`src/rtl/mem_store_pkg.sv`:
```
// Shared definitions for the MEM-stage store path.
// Size encodings are shared with the store/load sign-handling units. The
// package also holds the controller state encoding and the alignment helpers.
package mem_store_pkg;

  localparam logic [1:0] SIZE_WORD = 2'd0;
  localparam logic [1:0] SIZE_BYTE = 2'd1;
  localparam logic [1:0] SIZE_HALF = 2'd2;

  typedef enum logic [2:0] {
    StIdle  = 3'd0,
    StRead  = 3'd1,
    StWait  = 3'd2,
    StWrite = 3'd3,
    StErr   = 3'd4
  } ctrlState_e;

  // Byte and half stores need a read-modify-write; size 3 behaves as a word.
  function automatic logic isSubWord(input logic [1:0] size);
    return (size == SIZE_BYTE) || (size == SIZE_HALF);
  endfunction

  function automatic logic isAligned(input logic [1:0] size, input logic [1:0] lane);
    logic ok;
    case (size)
      SIZE_BYTE: ok = 1'b1;
      SIZE_HALF: ok = ~lane[0];
      default:   ok = (lane == 2'b00);
    endcase
    return ok;
  endfunction

endpackage

```
`src/rtl/store_lane_merge.sv`:
```
// Combinational little-endian lane merge for sub-word stores.
// Ports:
//   oldWord  - word read back from the data RAM
//   wrData   - store data; byte/half taken from the low bits, no sign extension
//   size     - store size encoding (word, byte, half; 3 acts as word)
//   laneAddr - byte address bits [1:0]
//   merged   - oldWord with the addressed lane replaced
module store_lane_merge
  import mem_store_pkg::*;
(
  input  logic [31:0] oldWord,
  input  logic [31:0] wrData,
  input  logic [1:0]  size,
  input  logic [1:0]  laneAddr,
  output logic [31:0] merged
);

  always_comb begin
    merged = oldWord;
    case (size)
      SIZE_BYTE: begin
        case (laneAddr)
          2'd0:    merged[7:0]   = wrData[7:0];
          2'd1:    merged[15:8]  = wrData[7:0];
          2'd2:    merged[23:16] = wrData[7:0];
          default: merged[31:24] = wrData[7:0];
        endcase
      end
      SIZE_HALF: begin
        if (laneAddr[1]) merged[31:16] = wrData[15:0];
        else             merged[15:0]  = wrData[15:0];
      end
      default: merged = wrData;
    endcase
  end

endmodule

```
`src/rtl/store_access_controller_mem.sv`:
```
// MEM-stage store sequencer in front of the word-addressed data RAM.
// Word stores write directly; byte/half stores read the containing word,
// merge the new lane and write it back. The pipeline is held via stall until
// reqAck retires the request.
// Ports:
//   clk, rst_n            - clock, synchronous active-low reset
//   reqValid/Size/Addr/Data - store request from the MEM pipeline register
//   reqAck, errMisalign   - one-cycle retire pulse, with error flag on rejection
//   stall                 - reqValid & ~reqAck
//   memAddr/Re/We/Wdata   - registered RAM command; memRdata is RAM read data
module store_access_controller_mem
  import mem_store_pkg::*;
#(
  parameter int unsigned ADDR_W  = 10,
  parameter int unsigned MEM_LAT = 1
) (
  input  logic              clk,
  input  logic              rst_n,
  input  logic              reqValid,
  input  logic [1:0]        reqSize,
  input  logic [31:0]       reqAddr,
  input  logic [31:0]       reqData,
  output logic              reqAck,
  output logic              errMisalign,
  output logic              stall,
  output logic [ADDR_W-1:0] memAddr,
  output logic              memRe,
  output logic              memWe,
  output logic [31:0]       memWdata,
  input  logic [31:0]       memRdata
);

  localparam int unsigned CntW = $clog2(MEM_LAT + 1);
  localparam logic [CntW-1:0] LastCnt = CntW'(MEM_LAT - 1);

  ctrlState_e        stateQ, stateD;
  logic [CntW-1:0]   cntQ, cntD;
  logic [ADDR_W-1:0] addrQ, addrD;
  logic [1:0]        sizeQ, sizeD, laneQ, laneD;
  logic [31:0]       dataQ, dataD;

  logic [ADDR_W-1:0] memAddrD;
  logic              memReD, memWeD, reqAckD, errD;
  logic [31:0]       memWdataD;
  logic [31:0]       mergedWord;

  logic unusedAddrBits;
  assign unusedAddrBits = ^reqAddr[31:ADDR_W+2];

  assign stall = reqValid & ~reqAck;

  // Merge straight from the RAM port; the result is registered on the last
  // WAIT cycle, which is where the read word is captured.
  store_lane_merge uMerge (
    .oldWord  (memRdata),
    .wrData   (dataQ),
    .size     (sizeQ),
    .laneAddr (laneQ),
    .merged   (mergedWord)
  );

  always_comb begin
    stateD    = stateQ;
    cntD      = cntQ;
    addrD     = addrQ;
    sizeD     = sizeQ;
    laneD     = laneQ;
    dataD     = dataQ;
    memAddrD  = '0;
    memReD    = 1'b0;
    memWeD    = 1'b0;
    memWdataD = '0;
    reqAckD   = 1'b0;
    errD      = 1'b0;

    unique case (stateQ)
      StIdle: begin
        if (reqValid) begin
          addrD = reqAddr[ADDR_W+1:2];
          sizeD = reqSize;
          laneD = reqAddr[1:0];
          dataD = reqData;
          if (!isAligned(reqSize, reqAddr[1:0])) begin
            stateD  = StErr;
            reqAckD = 1'b1;
            errD    = 1'b1;
          end else if (isSubWord(reqSize)) begin
            stateD   = StRead;
            memReD   = 1'b1;
            memAddrD = reqAddr[ADDR_W+1:2];
          end else begin
            stateD    = StWrite;
            memWeD    = 1'b1;
            memAddrD  = reqAddr[ADDR_W+1:2];
            memWdataD = reqData;
            reqAckD   = 1'b1;
          end
        end
      end
      StRead: begin
        stateD   = StWait;
        cntD     = '0;
        memAddrD = addrQ;
      end
      StWait: begin
        memAddrD = addrQ;
        if (cntQ == LastCnt) begin
          stateD    = StWrite;
          memWeD    = 1'b1;
          memWdataD = mergedWord;
          reqAckD   = 1'b1;
        end else begin
          cntD = cntQ + CntW'(1);
        end
      end
      StWrite, StErr: stateD = StIdle;
      default:        stateD = StIdle;
    endcase
  end

  always_ff @(posedge clk) begin
    if (!rst_n) begin
      stateQ      <= StIdle;
      cntQ        <= '0;
      addrQ       <= '0;
      sizeQ       <= SIZE_WORD;
      laneQ       <= '0;
      dataQ       <= '0;
      memAddr     <= '0;
      memRe       <= 1'b0;
      memWe       <= 1'b0;
      memWdata    <= '0;
      reqAck      <= 1'b0;
      errMisalign <= 1'b0;
    end else begin
      stateQ      <= stateD;
      cntQ        <= cntD;
      addrQ       <= addrD;
      sizeQ       <= sizeD;
      laneQ       <= laneD;
      dataQ       <= dataD;
      memAddr     <= memAddrD;
      memRe       <= memReD;
      memWe       <= memWeD;
      memWdata    <= memWdataD;
      reqAck      <= reqAckD;
      errMisalign <= errD;
    end
  end

endmodule

```
`config.mk`:
```
export PLATFORM = sky130hd
export DESIGN_NAME = store_access_controller_mem
export DESIGN_NICKNAME = d
export VERILOG_FILES = /design/src/rtl/mem_store_pkg.sv /design/src/rtl/store_lane_merge.sv /design/src/rtl/store_access_controller_mem.sv
export SDC_FILE = /design/constraint.sdc
export NUM_CORES = 1
export LEC_CHECK = 0
export ABC_AREA = 1
export CAP_MARGIN = 20
export CORE_MARGIN = 2
export CORE_UTILIZATION = 40
export DETAILED_ROUTE_END_ITERATION = 10
export PLACE_DENSITY = 0.8
export SYNTH_ARGS = -nofsm -noshare
export SYNTH_HDL_FRONTEND = slang
export SYNTH_SLANG_ARGS = --single-unit
```
`constraint.sdc`:
```
create_clock -name clk -period 2.6 [get_ports clk]
set_clock_uncertainty 0.05 [all_clocks]
set_input_delay 0.52 -clock clk [delete_from_list [all_inputs] [get_ports clk]]
set_output_delay 0.52 -clock clk [all_outputs]
set_load 0.02 [all_outputs]
```
==> results.ini <==
[outcome]
outcome=complete, no violations

[worst_setup_path]
critPathArrivalTime_ns=1.78
r2r_slack_ns=0.69
reg2reg_to=memWdata[23]$_SDFF_PN0_
critical_path_required_ns=2.03
startpoint_type=input port
rr_worst_depth=9
critical_path_class=input port to output port
crit_path_max_fanout=2
r2r-start=sizeQ[0]$_SDFFE_PN0P_
cp-end-kind=output port

[power_and_ir_drop]
ir_drop_uv=334
p_sw_frac=0.301
p_clk_frac=0.375
p_int_w=0.00290
p_leak_nw=2.62
power_w=0.00415
p_seq_frac=0.389
p_sw_w=0.00125
powerDensity_nw_per_um2=640
pwr-share-comb=0.236

[clocking]
ctsLongestPathBuffers=2
holdBufCountCts=0
root_buffer=clkbuf_16
cts_sinks=95
htree_levels=3
cts-resized-gates=0
cts_setup_buffers=0
worstSkewPairLatency_ns=0.35
tritoncts=yes
clk_pin_slew_ns=0.07
cts_buffers=9

[logic_synthesis]
ys_seq_area_frac=0.398
syn_nets=829
ys_top_cells_by_area=dfxtp_1, nand2_1, nand3_1
syn_avg_cell_area_um2=6.60
ys_seq_elements=95
yosys_warnings=0
synth_area_um2=4780
synth_top_area_frac=0.398
synth_cell_types=23
yosys.area.top_type=dfxtp_1
syn_inst=724

[cells_and_area]
area_growth_pct=35.7
drive_gt1_frac=0.0609
fin_area_um2=6480
diodes=0
nets=937
final_cell_mix=nand2_1, clkdlybuf4s50_1, dfxtp_1
final_common_cell=nand2_1

[placement]
hpwl_mm=9.69
port_buffers=127
gp_congestion=0.933
postPlaceCellArea_um2=6130

[grt]
grt_pass1_wl_mm=22.3
grt-ovfl-total=0
antenna_found_initial=0
grt_max_degree=61
track_usage=0.217
grt_pass1_vias=4481

[drt]
routed_via_density=5.05
drtPass1Iterations=6
wl_per_cell_um=14.2
ant_nets=0
drc=0
routed_wl_mm=13.9
first_iter_violations=384
num_vias=4948

[timing]
hold_violations=0
tightest_slew_ns=0.667
slew_headroom=0.555
maxSlewViolCount=0
timing.final.crit_share=0.904
rsz0062_at_grt=false
setup_tns_ns=0
period_needed_ns=2.35
setup_violations=0
max_freq_ghz=0.425

[worst_hold_path]
min_from=addrQ[6]$_SDFFE_PN0P_
hp-class=register to register
whs_path_depth=2
min_to=addrQ[6]$_SDFFE_PN0P_

[die]
fp-row-count=39
ios=148
die-area_um2=12800
initial_core_util=0.415
die_x_um=113
core-area_um2=11500
die_h_um=113

[job]
max_cap_viol_count=0

## Yosys cell counts
master	n
nand2_1	226
dfxtp_1	95
nand3_1	90
a21oi_1	83
inv_1	62
nor2_1	59
a211oi_1	24
buf_2	20
clkbuf_1	17
o21ai_0	15
a21oi_2	8
buf_1	5
ha_1	4
inv_2	4
buf_8	2
nand2_2	2
nor2_4	2
buf_6	1
clkinv_1	1
nor2_8	1
nor3_2	1
nor3_4	1
o21ai_2	1
## worst max-delay path: stages
cell,delay [ns]
clkdlybuf4s50_1,0.48
inv_1,0.08
nor2_1,0.10
clkdlybuf4s50_1,0.61
## through the flow
step	util	setup WS, ns	hold slack, ns	std cells
floorplan	-	0.778	0.390	724
global placement	0.532	0.202	0.398	964
detailed placement	0.532	0.149	0.402	964
CTS	0.563	0.251	0.413	980
global route	0.563	0.148	0.426	980
finish	0.563	0.249	0.412	980
## power by group through the flow
stage / clock network [W] / registers (W) / logic [W]
final: 0.00156 / 0.00161 / 0.000980
after global routing: 0.00163 / 0.00162 / 0.00109
after CTS: 0.00158 / 0.00161 / 0.000978
after detailed placement: 0 / 0.00164 / 0.000969
after global placement: 0 / 0.00164 / 0.000960
after floorplan: 0 / 0.00166 / 0.000600
## final cells by class
type | instances | area [µm²]
well taps | 143 | 179
clock inverters | 6 | 115
inverters | 67 | 251
fillers | 1086 | 5030
clock buffers | 10 | 239
multi-input cells | 517 | 2400
repair buffers | 142 | 1400
flip-flops and latches | 95 | 1900
## how the worst max path moves through the flow
stage / from / to
6_report: reqValid / stall
5_1_grt: reqValid / stall
4_1_cts: reqValid / stall
3_5_place_dp: reqSize[0] / stateQ[0]$_SDFFE_PN0P_
3_3_place_gp: reqSize[0] / stateQ[0]$_SDFFE_PN0P_
2_1_floorplan: reqSize[0] / memWdata[11]$_SDFF_PN0_
## kinds of logic after synthesis
group           count (synthesis)  share of synthesized area
buf+inv                       112                     0.0995
flops                          95                      0.398
compound gates                131                      0.157
simple gates                  382                      0.335
fa+ha+maj                       4                     0.0105
## sequential cells by signal, indices dropped and copies added, names as in the netlist, 2 cells and up
name      cells
memWdata     32
laneQ         2
sizeQ         2
memAddr      10
stateQ        3
dataQ        32
addrQ        10
## layer usage
layer,vias to the layer above,track usage,share of wire
met5,-,0,0
met4,0,0.0659,0.022
met3,24,0.0670,0.087
met2,182,0.354,0.46
met1,2198,0.276,0.43
li1,2544,-,-
Power figures use the tool's default switching activity.
